$ cat src/rtl/arb_pkg.sv
// Shared arbiter definitions: default sizing and the index-width helper.
package arb_pkg;

   localparam int ARB_N_DEF  = 8;
   localparam int ARB_WW_DEF = 4;

   function automatic int arb_iw(input int n);
      return (n <= 2) ? 1 : $clog2(n);
   endfunction

endpackage

$ cat src/rtl/arb_rr_pick.sv
// Circular find-first: rotate requests so i_ptr sits at bit 0, pick the lowest
// set bit with fixed priority, then rotate the result back to absolute indices.
module arb_rr_pick
   import arb_pkg::*;
#(
   parameter int N  = ARB_N_DEF,
   parameter int IW = arb_iw(N)
) (
   input  logic [N-1:0]  i_req,
   input  logic [IW-1:0] i_ptr,
   output logic [N-1:0]  o_gnt,
   output logic [IW-1:0] o_idx,
   output logic          o_found
);

   logic [N-1:0] w_rot;
   logic         w_found;
   int           w_k;

   // Modular add that wraps at N rather than at 2^IW.
   function automatic int wrap_add(input int a, input int b);
      int s;
      s = a + b;
      return (s >= N) ? (s - N) : s;
   endfunction

   always_comb begin
      w_rot = '0;
      for (int k = 0; k < N; k++) begin
         w_rot[k] = i_req[wrap_add(k, int'(i_ptr))];
      end
   end

   always_comb begin
      w_found = 1'b0;
      w_k     = 0;
      for (int k = 0; k < N; k++) begin
         if (!w_found && w_rot[k]) begin
            w_found = 1'b1;
            w_k     = k;
         end
      end
   end

   always_comb begin
      o_found = w_found;
      o_idx   = w_found ? IW'(wrap_add(w_k, int'(i_ptr))) : '0;
      o_gnt   = w_found ? (N'(1) << o_idx) : '0;
   end

endmodule

$ cat src/rtl/arb_rr_weighted.sv
// Work-conserving round-robin arbiter with weighted tenure: the owner keeps the
// grant for up to its latched weight in cycles (or indefinitely under hold).
module arb_rr_weighted
   import arb_pkg::*;
#(
   parameter int N  = ARB_N_DEF,
   parameter int WW = ARB_WW_DEF,
   parameter int IW = arb_iw(N)
) (
   input  logic            clk,
   input  logic            rst_n,
   input  logic [N-1:0]    req,
   input  logic [N*WW-1:0] weight,
   input  logic            hold,
   output logic [N-1:0]    gnt,
   output logic [IW-1:0]   gnt_id,
   output logic            gnt_vld
);

   logic [N-1:0]  r_gnt;
   logic [IW-1:0] r_gnt_id;
   logic          r_gnt_vld;
   logic [IW-1:0] r_ptr;
   logic [IW-1:0] r_owner;
   logic [WW-1:0] r_cnt;
   logic [WW-1:0] r_wt;

   logic [N-1:0]  w_pick_gnt;
   logic [IW-1:0] w_pick_idx;
   logic          w_pick_found;
   logic          w_keep;
   logic [WW-1:0] w_wfield;
   logic [WW-1:0] w_wt_new;
   logic [IW-1:0] w_ptr_nxt;
   logic [WW-1:0] w_cnt_inc;

   arb_rr_pick #(
      .N  (N),
      .IW (IW)
   ) u_pick (
      .i_req   (req),
      .i_ptr   (r_ptr),
      .o_gnt   (w_pick_gnt),
      .o_idx   (w_pick_idx),
      .o_found (w_pick_found)
   );

   // r_wt is never 0, so r_wt - 1 cannot underflow.
   assign w_keep    = r_gnt_vld && req[r_owner] && (hold || (r_cnt < (r_wt - WW'(1))));
   assign w_wfield  = weight[int'(w_pick_idx)*WW +: WW];
   assign w_wt_new  = (w_wfield == '0) ? WW'(1) : w_wfield;
   assign w_ptr_nxt = (int'(w_pick_idx) == N - 1) ? '0 : (w_pick_idx + IW'(1));
   assign w_cnt_inc = (&r_cnt) ? r_cnt : (r_cnt + WW'(1));

   always_ff @(posedge clk or negedge rst_n) begin
      if (!rst_n) begin
         r_gnt     <= '0;
         r_gnt_id  <= '0;
         r_gnt_vld <= 1'b0;
         r_ptr     <= '0;
         r_owner   <= '0;
         r_cnt     <= '0;
         r_wt      <= WW'(1);
      end else if (w_keep) begin
         r_cnt <= w_cnt_inc;
      end else if (w_pick_found) begin
         r_gnt     <= w_pick_gnt;
         r_gnt_id  <= w_pick_idx;
         r_gnt_vld <= 1'b1;
         r_owner   <= w_pick_idx;
         r_cnt     <= '0;
         r_wt      <= w_wt_new;
         r_ptr     <= w_ptr_nxt;
      end else begin
         r_gnt     <= '0;
         r_gnt_id  <= '0;
         r_gnt_vld <= 1'b0;
         r_owner   <= '0;
         r_cnt     <= '0;
      end
   end

   assign gnt     = r_gnt;
   assign gnt_id  = r_gnt_id;
   assign gnt_vld = r_gnt_vld;

endmodule

$ cat config.mk
export PLATFORM = sky130hd
export DESIGN_NAME = arb_rr_weighted
export DESIGN_NICKNAME = d
export VERILOG_FILES = /design/src/rtl/arb_pkg.sv /design/src/rtl/arb_rr_pick.sv /design/src/rtl/arb_rr_weighted.sv
export SDC_FILE = /design/constraint.sdc
export NUM_CORES = 1
export LEC_CHECK = 0
export CAP_MARGIN = 20
export CORE_MARGIN = 5
export CORE_UTILIZATION = 55
export DETAILED_ROUTE_END_ITERATION = 10
export GPL_ROUTABILITY_DRIVEN = 0
export GPL_TIMING_DRIVEN = 0
export PLACE_DENSITY = 0.95
export SLEW_MARGIN = 20
export SYNTH_ARGS = -nofsm -noshare
export SYNTH_HDL_FRONTEND = slang
export SYNTH_SLANG_ARGS = --single-unit
export TNS_END_PERCENT = 10
$ cat constraint.sdc
create_clock -name clk -period 15.16 [get_ports clk]
set_input_delay 3.032 -clock clk [delete_from_list [all_inputs] [get_ports clk]]
set_output_delay 3.032 -clock clk [all_outputs]
set_load 0.05 [all_outputs]
# After elaboration in Yosys (flattened, before gate mapping)
# Index checks and enable logic that the tools add are counted.
# Widths: inputs -> output; s select.
# totals
register_bits,23
latch_bits,0
mem_bits_rw,0
mem_bits_ro,0
input_bits,43
memories,0
# classes
n_addsub,20
multipliers,0
n_div,0
order_cmp,19
eq_ne,2
shifts,2
muxes,58
bitwise,1
reduce_logical,20
# op_table
cell,count
$lt 32x5->1 const B,8
$mux 32,8
$ge 32x5->1 const B,7
$sub 32x5->32 const B,7
$shiftx 32x6->4,1
$bmux 1 s3,9
$mux 1,27
$mux 3,8
$add 3x3->4 const A,4
$mux 4,3
$logic_and 1x1->1,9
$add 2x3->4 const A,2
$mux 8,1
$shl 1x3->8 const A,1
$logic_not 1->1,7
$sub 3x4->5 const B,1
$add 1x3->4 const A,1
$add 3x3->4,1
$add 4x1->4 const B,1
$ge 3x4->1 const B,1
$ge 4x4->1 const B,1
$logic_not 4->1,1
$lt 3x4->1 const B,1
$lt 4x4->1,1
10 further kinds,11

# Depth between registers and ports, before layout
# depth
ltp_word,34
depth_mapped,22
depth_no_buf,18

# Hierarchy
# From an unflattened synthesis, not the netlist that was laid out.
# hier_totals
hier_cells,215
area_unflattened_um2,2282.2
# by_module_without_submodules
mod,instances,cells_each,area_each_um2
arb_rr_weighted,1,119,1465.2
arb_rr_pick,1,96,817.0

# Least setup slack after synthesis
# No wires, ideal clock.
# synth_timing
path_kind,input-to-reg
startpoint,input req[6]
endpoint,register r_wt[0]
arrival_time_ns,6.617
required_ns,15.082
path_slack_ns,8.465
path_stages,17
n_path_buf,1
path_cell_list,mux4_2 > mux2_2 > nor3_1 > a21oi_1 > or3_1 > o221ai_1 > o21a_1 > ha_1 > fa_1 > clkbuf_1 > nand4_1 > o211a_4 > a21oi_2 > clkinv_2 > mux2i_1 > a311o_1 > a31o_1
# synth_between
elab_chain_len,32
# synth_rtl
item,line_no,text
"start, declared",arb_rr_weighted.sv:12,"input logic [N-1:0] req,"
$bmux 1 s3,arb_rr_pick.sv:30,"w_rot[k] = i_req[wrap_add(k, int'(i_ptr))];"
$mux 1 (not written as such) (2 in series),arb_rr_pick.sv:30,
$mux 1,arb_rr_pick.sv:38,if (!w_found && w_rot[k]) begin
$logic_not 1->1,arb_rr_pick.sv:38,
$logic_and 1x1->1,arb_rr_pick.sv:38,
$mux 1,arb_rr_pick.sv:38,
$logic_not 1->1,arb_rr_pick.sv:38,
$logic_and 1x1->1,arb_rr_pick.sv:38,
(+15 left out),n/a,
$mux 3,arb_rr_pick.sv:38,
$add 3x3->4,arb_rr_pick.sv:23,s = a + b;
$ge 4x4->1 / $sub 3x1->3 (equally long branches),arb_rr_pick.sv:24,return (s >= N) ? (s - N) : s;
$mux 3,arb_rr_pick.sv:24,
$mux 3,arb_rr_pick.sv:47,"o_idx = w_found ? IW'(wrap_add(w_k, int'(i_ptr))) : '0;"
$shiftx 32x6->4,arb_rr_weighted.sv:50,assign w_wfield = weight[int'(w_pick_idx)*WW +: WW];
$logic_not 4->1,arb_rr_weighted.sv:51,assign w_wt_new = (w_wfield == '0) ? WW'(1) : w_wfield;
$mux 4,arb_rr_weighted.sv:51,
"end signal, assigned",arb_rr_weighted.sv:72,r_wt <= w_wt_new;
"end, declared",arb_rr_weighted.sv:26,logic [WW-1:0] r_wt;
# Parallel ways exist; a longest one is shown, timed or not. The select of a mux whose other input is x is not followed.
# A chain may end at the register's enable or synchronous reset.

# Worst setup path after layout
# Same ends and word-level chain as after synthesis.

==> metrics.md <==
| Metric | Value |
|---|---|
| Via-to-Cell Ratio | 6.18 |
| Chip Height | 75.2 um |
| X dimension of the die | 75.2 um |
| Root buffer selected by CTS | sky130_fd_sc_hd__clkbuf_8 |
| Total Routed Length | 5900 um |
| Hold Path Class | flip-flop to flip-flop |
| Hold_ws | 0.489 ns |
| Worst hold path depth | 2 |
| Quantity of hold-fixing buffers added after cts | 0 |
| Post-Synthesis Mean Instance Area | 9.78 um2 |
| Number of buffers created by CTS | 3 |
| Worst slew margin | 52.8% |
| Insertion delay of the later-clocked pin in the worst-skew pair | 0.27 ns |
| Post-route fraction of the period consumed by the critical path | 49.6% |
| Final setup fails | 0 |
| Wire length of the first global-routing pass | 9930 um |
| Critical path buffer and inverter count | 3 |
| Total iterations of the first detailed-routing run | 4 |
| Cell class contributing the biggest share of worst-path delay | compound AO/OA/AOI/OAI gates |
| Core region area | 4060 um2 |
| Min Tclk post-route | 7.52 ns |
| Antenna diode count | 0 |
| Largest net degree at the start of global routing | 24 |
| Post-layout instance count excluding filler cells | 347 |
| Number of inserted filler cells in the final layout | 284 |
| DRT antenna net count | 0 |
| Sum of overflow across all layers after global routing | 0 |
| Transition time of the tightest slew-check pin | 0.704 ns |
| CTS tree | built |
| Global Route met1 Usage | 29.4% |
| Share of async-settable or async-resettable flops after synthesis | 100% |
| Met3 usage | 2.14% |
| Kind of capture point of the worst setup path | flip-flop |
| Crit. path cell count | 18 |
| DRC violation total after the first TritonRoute iteration | 197 |
| Critical Path Source | req[6] |
| Total number of placement rows | 23 |
| Critical setup path kind | input pin to flip-flop |
| Worst-case reg-to-reg path depth | 22 |
| Placed Cells | 343 |
| FF+latch count, synth | 23 |
| Most instantiated flip-flop cell in the synthesis netlist | sky130_fd_sc_hd__dfrtp_1 |
| Clock transition at the registers of the reported paths | 0.08 ns |
| Top achievable clock speed | 133 MHz |
| Multi-input combinational cell area | 1650 um2 |
| Sink count of the clock tree | 23 |
| Synth top area share | 23.5% |
| Max-capacitance violation count | 0 |
| Critical Path Start Type | input pin |
| Initial cell density of the core | 57.6% |
| Synth Cell Area | 2340 um2 |
| Post-route DRC | 0 |
| Sequential cell area | 577 um2 |
| Met2 Use GR | 39.1% |
| Boundary pin count | 55 |
| Yosys top cell by area | sky130_fd_sc_hd__dfrtp_1 |
| Cell types with the largest area share after synthesis | sky130_fd_sc_hd__dfrtp_1 (24%), sky130_fd_sc_hd__mux4_2 (12%), sky130_fd_sc_hd__ha_1 (7.5%) |
| Max Root-Sink Buffers | 2 |
| Hold_sp | gnt[4] |
| Routed wirelength normalized by instance count | 17.0 um |
| Arrival time at the worst endpoint | 7.73 ns |
| Crit path max fanout | 7 |
| CP peak stage delay | 0.57 ns |
| Total number of vias | 2144 |
| Net count of the mapped netlist | 297 |
| Number of H-tree levels | 1 |
| HPWL after detailed placement | 4830 um |
| Cell with the largest stage delay on the worst path | sky130_fd_sc_hd__mux4_2 |
| Post-cts resize count | 0 |
| Number of synthesized flops with an enable pin | 0 |
| Worst clock skew on the final layout | 0.00130 ns |
| Post-CTS Setup Repair Bufs | 0 |
| Port buffer count | 54 |
| Worst path cell trace | clkdlybuf4s50_1, mux4_2, mux2_2, nor3_1, a21oi_1, or3_1, o221ai_1, o21a_1, ha_1, fa_1, clkbuf_1, nand4_1, o211a_4, a21oi_2, clkinv_2, mux2i_1, a311o_1, a31o_1 |
| Cell count after synthesis | 239 |
| Via count of the first global-routing pass | 2255 |
| Growth of design area from synthesis to finish | 27.5% |
| Fraction of the yosys area taken by sequential cells | 24.7% |
| Final setup TNS | 0 ns |
| Total Die Area | 5660 um2 |
| Most Crowded Layer GR | met2 |
| Launch instance of the worst register-to-register path | r_ptr[0] |
| Post-synthesis cell type count | 64 |
| GRT Util Overall | 22.5% |
| Data required time at the worst endpoint | 15.36 ns |
| Run status | finished clean |
| Final Hold Violating Endpoints | 0 |
| Count of pins over their slew limit | 0 |
| Fin nets | 356 |
| Initial antenna violation count | 0 |
| Setup repair after global routing missed its margin | false |
| Layout cell share with drive strength beyond 1 | 17.5% |
| Total of warnings raised by yosys | 0 |
-- through the flow --
step	cell area (um2)	util, %	worst slack [ns]
floorplan	2340	-	8.47
global placement	2940	72.5	7.54
detailed placement	2940	72.5	7.43
CTS	2990	73.6	7.66
global route	2980	73.5	7.38
finish	2980	73.5	7.64
-- Yosys cell counts (2+ instances only) --
| library cell | number |
|---|---|
| sky130_fd_sc_hd__a221oi_2 | 2 |
| sky130_fd_sc_hd__nand3_1 | 8 |
| sky130_fd_sc_hd__clkbuf_1 | 4 |
| sky130_fd_sc_hd__o211ai_1 | 7 |
| sky130_fd_sc_hd__a31oi_1 | 4 |
| sky130_fd_sc_hd__buf_2 | 3 |
| sky130_fd_sc_hd__nor2b_1 | 3 |
| sky130_fd_sc_hd__mux2i_1 | 7 |
| sky130_fd_sc_hd__o21ai_0 | 14 |
| sky130_fd_sc_hd__a21oi_1 | 4 |
| sky130_fd_sc_hd__a31o_1 | 2 |
| sky130_fd_sc_hd__and2_1 | 2 |
| sky130_fd_sc_hd__o21ai_1 | 2 |
| sky130_fd_sc_hd__a22o_1 | 2 |
| sky130_fd_sc_hd__inv_1 | 9 |
| sky130_fd_sc_hd__o21a_1 | 4 |
| sky130_fd_sc_hd__nor3_1 | 8 |
| sky130_fd_sc_hd__nand2b_1 | 2 |
| sky130_fd_sc_hd__nor3_4 | 2 |
| sky130_fd_sc_hd__o22ai_1 | 3 |
| sky130_fd_sc_hd__a211oi_1 | 3 |
| sky130_fd_sc_hd__nand2_1 | 25 |
| sky130_fd_sc_hd__xnor2_1 | 4 |
| sky130_fd_sc_hd__mux2_2 | 7 |
| sky130_fd_sc_hd__o31ai_1 | 2 |
| sky130_fd_sc_hd__buf_6 | 3 |
| sky130_fd_sc_hd__mux4_2 | 12 |
| sky130_fd_sc_hd__ha_1 | 14 |
| sky130_fd_sc_hd__or3_1 | 4 |
| sky130_fd_sc_hd__nor2_1 | 13 |
| sky130_fd_sc_hd__dfrtp_1 | 22 |
| sky130_fd_sc_hd__clkinv_2 | 2 |
| sky130_fd_sc_hd__a211o_1 | 3 |
| sky130_fd_sc_hd__and3_1 | 3 |
-- cells by family (layout without fill, tap and decap cells) --
logic type | Yosys count | after routing | share of synthesized area [%]
flops | 23 | 23 | 24.7
compound gates | 71 | 71 | 24.8
fa+ha+maj | 15 | 15 | 8.35
buf+inv | 22 | 80 | 4.76
simple gates | 75 | 75 | 16.2
mux | 27 | 27 | 18.4
xor+xnor | 6 | 6 | 2.89
-- registers in the layout, summed over array words and instances (netlist names) --
register and count:
r_wt 4, r_owner 3, r_ptr 3, gnt 8
gnt_vld 1, r_cnt 4
-- final timing paths --
path / slack, ns / endpoint
worst max-delay path: 7.64 / r_wt[0]
max in group asynchronous: 12.10 / r_wt[0]
worst min register to register: 0.49 / gnt[4]
worst min-delay path: 0.49 / gnt[4]
min in group asynchronous: 2.71 / gnt[2]
worst max register to register: 9.51 / r_wt[0]
-- placed cells by master, fill, tap and decap left out, types with 5 or more instances in the layout --
| cell | netlist | final |
|---|---|---|
| sky130_fd_sc_hd__clkbuf_1 | 4 | 5 |
| sky130_fd_sc_hd__clkdlybuf4s50_1 | 0 | 53 |
| sky130_fd_sc_hd__dfrtp_1 | 22 | 22 |
| sky130_fd_sc_hd__ha_1 | 14 | 14 |
| sky130_fd_sc_hd__inv_1 | 9 | 9 |
| sky130_fd_sc_hd__mux2_2 | 7 | 7 |
| sky130_fd_sc_hd__mux2i_1 | 7 | 7 |
| sky130_fd_sc_hd__mux4_2 | 12 | 12 |
| sky130_fd_sc_hd__nand2_1 | 25 | 25 |
| sky130_fd_sc_hd__nand3_1 | 8 | 8 |
| sky130_fd_sc_hd__nor2_1 | 13 | 13 |
| sky130_fd_sc_hd__nor3_1 | 8 | 8 |
| sky130_fd_sc_hd__o211ai_1 | 7 | 7 |
| sky130_fd_sc_hd__o21ai_0 | 14 | 14 |
-- worst reg2reg max path, delay by kind of cell, from the launching register on --
family,cells,cell delay [ns]
flip-flops,1,0.44
AND/OR/NAND/NOR,3,0.91
buffers and inverters,6,1.16
AO/OA/AOI/OAI,7,1.46
adder cells (fa/ha/maj),3,0.60
multiplexers,3,1.03
-- metal layers --
| layer | vias up | wire length, um |
|---|---|---|
| li1 | 1035 | - |
| met1 | 1016 | 2410 |
| met2 | 82 | 2950 |
| met3 | 11 | 437 |
| met4 | 0 | 103 |
| met5 | - | 0 |
-- layout make-up --
class	instances	area share, %
buffer	10	2.14
clock buffer	4	1.51
inverter	12	1.59
multi-input combinational	194	55.4
sequential	23	19.3
tap	50	2.10
timing repair buffer	54	18.0
Power is left out: the tool's default activity adds up to more than one toggle a clock period on the data nets, which glitch-free logic cannot reach.
